File: src/rtl/fetch_pc_unit_if.sv
// Fetch PC unit bus: predictor/decode/resolve inputs and fetch-side outputs.
// The master side is the fetch PC unit; the slave side is its surroundings.
interface fetch_pc_unit_if #(
  parameter int WORD_SIZE = 16
);
  logic [WORD_SIZE-1:0] pred_next_pc;
  logic                 stall;
  logic                 resolve_valid;
  logic [WORD_SIZE-1:0] resolve_pc;
  logic [WORD_SIZE-1:0] resolve_next_pc;
  logic                 resolve_is_branch;
  logic [WORD_SIZE-1:0] pc;
  logic                 fetch_valid;
  logic                 flush;
  logic                 update_valid;
  logic                 update_taken;
  logic                 q_full;
  logic [15:0]          mispredict_count;
  logic                 seq_error;

  modport master (
    input  pred_next_pc, stall, resolve_valid, resolve_pc, resolve_next_pc,
           resolve_is_branch,
    output pc, fetch_valid, flush, update_valid, update_taken, q_full,
           mispredict_count, seq_error
  );

  modport slave (
    output pred_next_pc, stall, resolve_valid, resolve_pc, resolve_next_pc,
           resolve_is_branch,
    input  pc, fetch_valid, flush, update_valid, update_taken, q_full,
           mispredict_count, seq_error
  );
endinterface

File: src/rtl/fetch_pc_unit.sv
// Front-end fetch PC sequencer. Holds the fetch PC, advances it to the
// predictor's next PC, records every fetched prediction in an in-order
// queue, and checks each retiring instruction against the oldest queued
// prediction. A wrong prediction (or a retiring PC that does not match the
// queue head) redirects fetch, clears the queue and pulses flush.
module fetch_pc_unit #(
  parameter int                   WORD_SIZE = 16,
  parameter logic [WORD_SIZE-1:0] RESET_PC  = '0,
  parameter int                   QDEPTH    = 4
) (
  input  logic            clk,
  input  logic            reset,
  fetch_pc_unit_if.master bus
);

  localparam int PW = $clog2(QDEPTH);
  localparam int CW = PW + 1;

  typedef logic [WORD_SIZE-1:0] word_t;

  // Architectural / control state
  word_t          pc_q, pc_d;
  logic [PW-1:0]  head_q, head_d;
  logic [PW-1:0]  tail_q, tail_d;
  logic [CW-1:0]  count_q, count_d;
  logic           flush_q, flush_d;
  logic           upd_valid_q, upd_valid_d;
  logic           upd_taken_q, upd_taken_d;
  logic           seq_err_q, seq_err_d;
  logic [15:0]    mis_cnt_q, mis_cnt_d;

  // Prediction queue storage (data only, never reset)
  word_t          qpc_q   [QDEPTH];
  word_t          qpred_q [QDEPTH];

  // Decoded events for the current cycle
  logic           q_full;
  logic           q_empty;
  logic           fetch_go;
  logic           resolve_go;
  logic           pc_bad;
  logic           mispredict;
  logic           push;
  word_t          head_pc;
  word_t          head_pred;
  word_t          head_seq;

  function automatic logic [15:0] sat_inc16(input logic [15:0] v);
    return (v == 16'hFFFF) ? v : v + 16'd1;
  endfunction

  assign q_full     = (count_q == CW'(QDEPTH));
  assign q_empty    = (count_q == '0);
  // Gating uses registered full only, so a push never lands on a full queue.
  assign fetch_go   = !bus.stall && !q_full && !flush_q;
  assign resolve_go = bus.resolve_valid && !q_empty;
  assign head_pc    = qpc_q[head_q];
  assign head_pred  = qpred_q[head_q];
  assign head_seq   = head_pc + word_t'(1);
  // A retiring PC that disagrees with the queue head means the front end
  // has lost track; recover by redirecting as for a mispredict.
  assign pc_bad     = resolve_go && (bus.resolve_pc != head_pc);
  assign mispredict = resolve_go && (pc_bad || (head_pred != bus.resolve_next_pc));
  // A fetch in the same cycle as a redirect is squashed with the queue.
  assign push       = fetch_go && !mispredict;

  // Next-state logic for PC, queue pointers and the status/pulse outputs
  always_comb begin
    pc_d        = pc_q;
    head_d      = head_q;
    tail_d      = tail_q;
    count_d     = count_q;
    flush_d     = mispredict;
    upd_valid_d = resolve_go && bus.resolve_is_branch;
    upd_taken_d = upd_taken_q;
    seq_err_d   = seq_err_q | pc_bad | (bus.resolve_valid && q_empty);
    mis_cnt_d   = mis_cnt_q;

    if (resolve_go && bus.resolve_is_branch) begin
      upd_taken_d = (bus.resolve_next_pc != head_seq);
    end

    if (mispredict) begin
      // Redirect wins over stall and over any fetch advance.
      pc_d      = bus.resolve_next_pc;
      head_d    = '0;
      tail_d    = '0;
      count_d   = '0;
      mis_cnt_d = sat_inc16(mis_cnt_q);
    end else begin
      if (fetch_go) begin
        pc_d = bus.pred_next_pc;
      end
      if (push) begin
        tail_d = tail_q + PW'(1);
      end
      if (resolve_go) begin
        head_d = head_q + PW'(1);
      end
      case ({push, resolve_go})
        2'b10:   count_d = count_q + CW'(1);
        2'b01:   count_d = count_q - CW'(1);
        default: count_d = count_q;
      endcase
    end
  end

  // Control state register with synchronous reset
  always_ff @(posedge clk) begin
    if (reset) begin
      pc_q        <= RESET_PC;
      head_q      <= '0;
      tail_q      <= '0;
      count_q     <= '0;
      flush_q     <= 1'b0;
      upd_valid_q <= 1'b0;
      upd_taken_q <= 1'b0;
      seq_err_q   <= 1'b0;
      mis_cnt_q   <= 16'h0000;
    end else begin
      pc_q        <= pc_d;
      head_q      <= head_d;
      tail_q      <= tail_d;
      count_q     <= count_d;
      flush_q     <= flush_d;
      upd_valid_q <= upd_valid_d;
      upd_taken_q <= upd_taken_d;
      seq_err_q   <= seq_err_d;
      mis_cnt_q   <= mis_cnt_d;
    end
  end

  // Queue payload write; stale entries are unreachable once pointers reset
  always_ff @(posedge clk) begin
    if (push) begin
      qpc_q[tail_q]   <= pc_q;
      qpred_q[tail_q] <= bus.pred_next_pc;
    end
  end

  assign bus.pc               = pc_q;
  assign bus.fetch_valid      = fetch_go;
  assign bus.flush            = flush_q;
  assign bus.update_valid     = upd_valid_q;
  assign bus.update_taken     = upd_taken_q;
  assign bus.q_full           = q_full;
  assign bus.mispredict_count = mis_cnt_q;
  assign bus.seq_error        = seq_err_q;

endmodule
File: src/flat_wrapper.sv
// flat-port wrapper written by rule: the top's interface ports become plain ports
module fetch_pc_unit_flat 
#(
  parameter int                   WORD_SIZE = 16,
  parameter logic [WORD_SIZE-1:0] RESET_PC  = '0,
  parameter int                   QDEPTH    = 4
)
  (clk, reset, bus_pred_next_pc, bus_stall, bus_resolve_valid, bus_resolve_pc, bus_resolve_next_pc, bus_resolve_is_branch, bus_pc, bus_fetch_valid, bus_flush, bus_update_valid, bus_update_taken, bus_q_full, bus_mispredict_count, bus_seq_error);
  fetch_pc_unit_if #(.WORD_SIZE(WORD_SIZE)) bus_i ();
  input  logic clk;
  input  logic reset;
  input wire logic [$bits(bus_i.pred_next_pc)-1:0] bus_pred_next_pc;
  input wire logic [$bits(bus_i.stall)-1:0] bus_stall;
  input wire logic [$bits(bus_i.resolve_valid)-1:0] bus_resolve_valid;
  input wire logic [$bits(bus_i.resolve_pc)-1:0] bus_resolve_pc;
  input wire logic [$bits(bus_i.resolve_next_pc)-1:0] bus_resolve_next_pc;
  input wire logic [$bits(bus_i.resolve_is_branch)-1:0] bus_resolve_is_branch;
  output wire logic [$bits(bus_i.pc)-1:0] bus_pc;
  output wire logic [$bits(bus_i.fetch_valid)-1:0] bus_fetch_valid;
  output wire logic [$bits(bus_i.flush)-1:0] bus_flush;
  output wire logic [$bits(bus_i.update_valid)-1:0] bus_update_valid;
  output wire logic [$bits(bus_i.update_taken)-1:0] bus_update_taken;
  output wire logic [$bits(bus_i.q_full)-1:0] bus_q_full;
  output wire logic [$bits(bus_i.mispredict_count)-1:0] bus_mispredict_count;
  output wire logic [$bits(bus_i.seq_error)-1:0] bus_seq_error;
  assign bus_i.pred_next_pc = bus_pred_next_pc;
  assign bus_i.stall = bus_stall;
  assign bus_i.resolve_valid = bus_resolve_valid;
  assign bus_i.resolve_pc = bus_resolve_pc;
  assign bus_i.resolve_next_pc = bus_resolve_next_pc;
  assign bus_i.resolve_is_branch = bus_resolve_is_branch;
  assign bus_pc = bus_i.pc;
  assign bus_fetch_valid = bus_i.fetch_valid;
  assign bus_flush = bus_i.flush;
  assign bus_update_valid = bus_i.update_valid;
  assign bus_update_taken = bus_i.update_taken;
  assign bus_q_full = bus_i.q_full;
  assign bus_mispredict_count = bus_i.mispredict_count;
  assign bus_seq_error = bus_i.seq_error;
  fetch_pc_unit #(.WORD_SIZE(WORD_SIZE), .RESET_PC(RESET_PC), .QDEPTH(QDEPTH)) u_core (.clk(clk), .reset(reset), .bus(bus_i));
endmodule
File: config.mk
export PLATFORM = sky130hd
export DESIGN_NAME = fetch_pc_unit_flat
export DESIGN_NICKNAME = d
export VERILOG_FILES = /design/src/rtl/fetch_pc_unit_if.sv /design/src/rtl/fetch_pc_unit.sv /design/src/flat_wrapper.sv
export SDC_FILE = /design/constraint.sdc
export NUM_CORES = 1
export LEC_CHECK = 0
export ABC_AREA = 1
export CORE_MARGIN = 2
export CORE_UTILIZATION = 61
export CTS_CLUSTER_SIZE = 20
export DETAILED_ROUTE_END_ITERATION = 8
export PLACE_DENSITY = 0.85
export SYNTH_ARGS = -nofsm -noshare
export SYNTH_HDL_FRONTEND = slang
export SYNTH_SLANG_ARGS = --single-unit
File: constraint.sdc
create_clock -name clk -period 5.65 [get_ports clk]
set_clock_uncertainty 0.05 [all_clocks]
set_input_delay 1.13 -clock clk [delete_from_list [all_inputs] [get_ports clk]]
set_output_delay 1.13 -clock clk [all_outputs]
set_load 0.01 [all_outputs]
# Word level (Yosys, flattened, before mapping)
# Memory sizes are Yosys's and may differ from the RTL's. A register that Yosys moved wholly into a read port is not among the register bits.
# Index checks and enable logic that the tools add are counted.
op_classes:
  addsub: 6
  n_eq_ne: 7
  muxes: 9
  bitwise: 3
  n_reduce_logical: 19
ops:
  columns: ["operator", "count"]
  rows:
  - ["!= test 16 bit", 3]
  - ["adder 16 x 1 -> 16 bit, second input constant", 2]
  - ["two-way mux 16 bit", 2]
  - ["equality test 16 bit, second input constant", 1]
  - ["logical AND 1 bit", 8]
  - ["two-way mux 2 bit", 4]
  - ["one-hot mux 3 bit (2 select lines)", 1]
  - ["logical NOT 1 bit", 5]
  - ["adder 2 x 1 -> 2 bit, second input constant", 2]
  - ["nonzero test 2 bit", 2]
  - ["adder 3 x 1 -> 3 bit, second input constant", 1]
  - ["equality test 3 bit, second input constant", 1]
  - ["logical NOT 3 bit", 1]
  - ["subtractor 3 x 1 -> 3 bit, second input constant", 1]
  - ["equality test 2 x 1 -> 1 bit, second input constant", 1]
  - ["equality test 2 bit, second input constant", 1]
  - ["two-way mux 1 bit", 2]
  - ["bitwise OR 1 bit", 2]
  - ["AND reduction 2 bit", 1]
  - ["OR reduction 2 bit", 1]
  - ["logical OR 1 bit", 1]
  - ["NOT 1 bit", 1]
totals:
  regBits: 43
  ramBits: 128
  output_inout_bits: 38
  word_cells: 55
  n_memories: 2
memory_table:
  columns: ["name", "words", "width", "rd", "rd_ports_with_merged_regs", "write_ports", "line", "source"]
  rows:
  - ["u_core.qpc_q", 4, 16, 1, 1, 1, "fetch_pc_unit.sv:33", "word_t qpc_q [QDEPTH];"]
  - ["u_core.qpred_q", 4, 16, 1, 1, 1, "fetch_pc_unit.sv:34", "word_t qpred_q [QDEPTH];"]

# Longest topological paths before layout
depth:
  word_depth: 10
  depth_mapped: 23
  ltp_nobuf: 21

# Least setup slack after synthesis
# No wires, ideal clock.
synth_path:
  path_type: "input to register"
  startpoint: "input bus_resolve_next_pc[7]"
  endpoint: "memory u_core.qpc_q[0][0] in the netlist's numbering (enable)"
  setup_time_ns: 0.421
  arrival_time_ns: 3.371
  path_slack_ns: 1.808
  path_stages: 12
  cell_sequence: "inv_1 nand3_1 nand2_1 inv_1 nand2_1 nor2_1 nand2_1 nor2_2 nand2_2 nand2_4 nand2_1 nor2_1"
synth_via:
  elab_chain_cells: 7
synth_rtl:
  columns: ["element", "line", "source"]
  rows:
  - ["start: declaration", "flat_wrapper.sv:16", "input wire logic [$bits(bus_i.resolve_next_pc)-1:0] bus_resolve_next_pc;"]
  - ["!= test 16 bit", "fetch_pc_unit.sv:63", "assign mispredict = resolve_go && (pc_bad || (head_pred != bus.resolve_next_pc));"]
  - ["logical OR 1 bit", "fetch_pc_unit.sv:63", null]
  - ["logical AND 1 bit", "fetch_pc_unit.sv:63", null]
  - ["logical NOT 1 bit", "fetch_pc_unit.sv:65", "assign push = fetch_go && !mispredict;"]
  - ["logical AND 1 bit", "fetch_pc_unit.sv:65", null]
  - ["two-way mux 1 bit", "fetch_pc_unit.sv:135", "if (push) begin"]
  - ["two-way mux 1 bit (not written as such)", "fetch_pc_unit.sv:136", "qpc_q[tail_q] <= pc_q;"]
  - ["end: declaration", "fetch_pc_unit.sv:33", null]
# No other way between the ends.

==> qor.yml <==
outcome:
  outcome: "finished clean"
synth:
  synth_area_per_cell_um2: 8.483
  ys.flop_type: "edfxtp_1"
  synth_compound_area_share_pct: 2.099
  muxShareOfSynthArea_pct: 0
  synth_top_area_cell: "edfxtp_1"
  async_flop_share_pct: 0
  yosys.area_share.adder_pct: 1.262
  yosys_warnings: 0
  ys_seq_elements: 173
  synth_fp_nets: 1066
  synth_xor_area_share_pct: 2.363
  synth_area_leaders: "edfxtp_1 45%, nand2_1 17%, dfxtp_1 11%"
  seq_area_frac_synth_pct: 55.65
  syn_inst: 1005
  yosysUniqueCellTypes: 31
  synth_area_mm2: 0.008526
  synthSimpleGateAreaFrac_pct: 31.88
  synth_edf_count: 128
  synth_top_family_by_area: "simple AND/OR/NAND/NOR gates"
  synth_top_cell_area_share_pct: 45.08
place:
  dpl.hpwl_um: 14250
  dp.cells: 1248
  place.gp.congestion: 0.9388
  io_buffers: 90
setup_path:
  reg2reg_depth: 19
  slowest_stage: "inv_2"
  worstPathCellList: "inv_2 > buf_4 > nand2_1 > nand3_1 > nand3_1 > nand2_1 > nand3_1 > nor2_1 > nand2_1 > nor2_2 > nand2_2 > nand2_4 > nand2_1 > ha_1 > inv_1 > fa_1 > nor2_1 > a21oi_1 > nor2_1"
  critPathCaptureType: "flip-flop"
  cp_slowest_stage_delay_ps: 490
  path_class: "flip-flop to flip-flop"
  r2r_setup_slack_ps: 1560
  cp-start-kind: "flip-flop"
  crit_path_frequent_cell: "nand2_1"
  critical-path-top-delay-family: "simple AND/OR/NAND/NOR gates"
  critPathMaxFanout: 38
  cp_num_buf_inv: 3
  worstReg2RegEnd: "u_core.count_q[1]"
  arrival_ps: 4410
  required_ps: 5970
grt:
  first_global_vias: 6929
  antenna_found_initial: 0
  grt_max_degree: 66
  grt_pass1_wl_um: 34880
  overflow: 0
  grt.total_usage_pct: 31.14
cells_and_area:
  seq_area_mm2: 0.004746
  fin_util_pct: 73.30
  drive_gt1_share_pct: 4.909
  antennaDiodeCount: 0
  nFillCells: 1017
  syn_to_final_growth_pct: 18.42
  fin_cells: 1280
  multiInputGateArea_mm2: 0.003221
  nNetsFinal: 1148
floorplan:
  die_y_um: 122.2
  initial_core_util_pct: 61.90
  die_x_um: 122.2
  die_area_mm2: 0.01494
  core_mm2: 0.01377
  io_pins: 91
  rows: 43
routing:
  routed_wl_um: 22010
  drt_pass1_iterations: 6
  viasPerCell: 5.695
  post-route-drc-count: 0
  ant_nets: 0
  drtIter0Drc: 828
  vias: 7290
  wl_per_cell_um: 17.20
clock_network:
  ctsResizeCount: 0
  h-tree-depth: 4
  clk_pin_slew_ps: 60
  clockBufferDepth: 2
  post_cts_buffers: 0
  cts_root_buffer: "clkbuf_16"
  cts_hold_buf: 0
  tritoncts: "built"
  cts_buffers: 17
  clk_latency_ps: 430
  clock-sinks: 173
timing:
  period_minus_slack_ps: 4094
  tightestPinTransition_ps: 750.2
  finalHoldViolations: 0
  min_period_over_period_pct: 72.46
  relSlewSlack_pct: 49.88
  setup-tns-final_ps: 0
  setup_viol: 0
  max_freq_mhz: 244.3
  rsz0062_at_grt: "false"
  slew_violations: 0
pwr:
  ir_drop_v: 0.0003071
  powerDensity_mw_per_mm2: 450.4
  fin_total_pwr_uw: 4548
  power.leakage_uw: 0.004174
min_path:
  whs_endpoint: "u_core.bus.seq_error"
  hp-class: "flip-flop to flip-flop"
  hold_path_startpoint: "u_core.bus.seq_error"
  hold_depth: 2
flow_run:
  drv_cap: 0
==> flip-flops by register name (all words and copies together) (netlist names), named ones only <==
signal,count
u_core.bus.seq_error,1
u_core.count_q,3
u_core.qpc_q,64
u_core.bus.flush,1
u_core.tail_q,2
u_core.bus.update_valid,1
u_core.bus.update_taken,1
u_core.qpred_q,64
u_core.bus.pc,16
u_core.bus.mispredict_count,16
u_core.head_q,2
==> worst reg2reg max path, stage by stage, from the launching register on <==
cell,delay (ps)
dfxtp_2,330
inv_2,490
buf_4,430
nand2_1,120
nand3_1,120
nand3_1,110
nand2_1,110
nand3_1,70
nor2_1,130
nand2_1,110
nor2_2,190
nand2_2,120
nand2_4,300
nand2_1,270
ha_1,270
inv_1,100
fa_1,410
nor2_1,110
a21oi_1,60
nor2_1,110
==> cell usage after synthesis, drive strengths merged, types with 2 or more instances <==
master and count:
dfxtp 45, xor2 19, nand3 178, nand4 3, nor2 57, nand2 379, nor3 14, nor4 3
xnor2 4, o21ai 10, nor3b 2, nand3b 5, ha 7, edfxtp 128, inv 90, a21oi 22
clkinv 2, buf 28, clkbuf 7
==> placed cells by master (no fill, tap or decap), types with 2 or more instances in the layout <==
master,synthesis,routed
clkinv_2,1,4
ha_1,7,7
o21ai_0,10,10
nand3b_1,5,5
dfxtp_1,45,44
clkinvlp_4,0,2
nand3_1,177,177
inv_2,2,2
clkinv_1,1,2
nor4_1,3,3
inv_1,88,88
clkbuf_1,7,2
edfxtp_1,128,128
nor3b_1,2,2
nor3_1,14,13
xor2_1,19,19
nor2_1,55,51
clkbuf_8,0,2
a21oi_1,21,21
nand2_1,375,375
nand4_1,3,3
clkbuf_16,0,18
bufinv_16,0,2
nand2_2,3,3
clkdlybuf4s50_1,0,90
xnor2_1,4,4
nor2_2,1,5
buf_4,10,8
clkinv_4,0,2
==> how the worst max path moves through the flow <==
stage / slack, ps / end / cells past startpoint
final: 1560 / u_core.count_q[1] / 19
after global routing: 1280 / u_core.count_q[1] / 19
after CTS: 1570 / u_core.count_q[1] / 19
after detailed placement: 1410 / u_core.count_q[1] / 16
after global placement: 1510 / u_core.count_q[1] / 16
after floorplan: 1810 / u_core.qpc_q[0][0] / 12
==> cell type report <==
class                           count  share of cell area [%]
Clock inverter                     10                   1.103
Tap cell                          180                   2.231
Multi-Input combinational cell    705                   31.90
Timing Repair Buffer               98                   9.518
Inverter                           92                   3.433
Clock buffer                       22                   4.809
Sequential cell                   173                   47.01
==> through the flow <==
stage	hold WS, ps	instance area (um2)	setup slack [ps]
final	428.0	10100	1556
after global routing	486.1	10100	1281
after detailed placement	404.8	9499	1411
after global placement	400.0	9499	1509
after floorplan	429.6	8526	1808
after CTS	423.3	10100	1567
==> cell families (layout without fill, tap and decap cells) <==
kind of cell | count (synthesis) | after routing
simple gates | 641 | 641
flops | 173 | 173
buf+inv | 127 | 222
compound gates | 33 | 33
xor+xnor | 23 | 23
fa+ha+maj | 8 | 8
==> report_power, final <==
group	switching, uW	internal (uW)
Clock	475	698
Combinational	1090	511
Sequential	128	1650
==> metal layers <==
metal,track usage [%],vias up,share of wire [%]
li1,-,3459,-
met1,38.89,3356,39
met2,51.08,380,48
met3,6.320,95,8.6
met4,16.95,0,4.5
met5,0,-,0
Note: power is estimated with default switching activity, not from simulation.
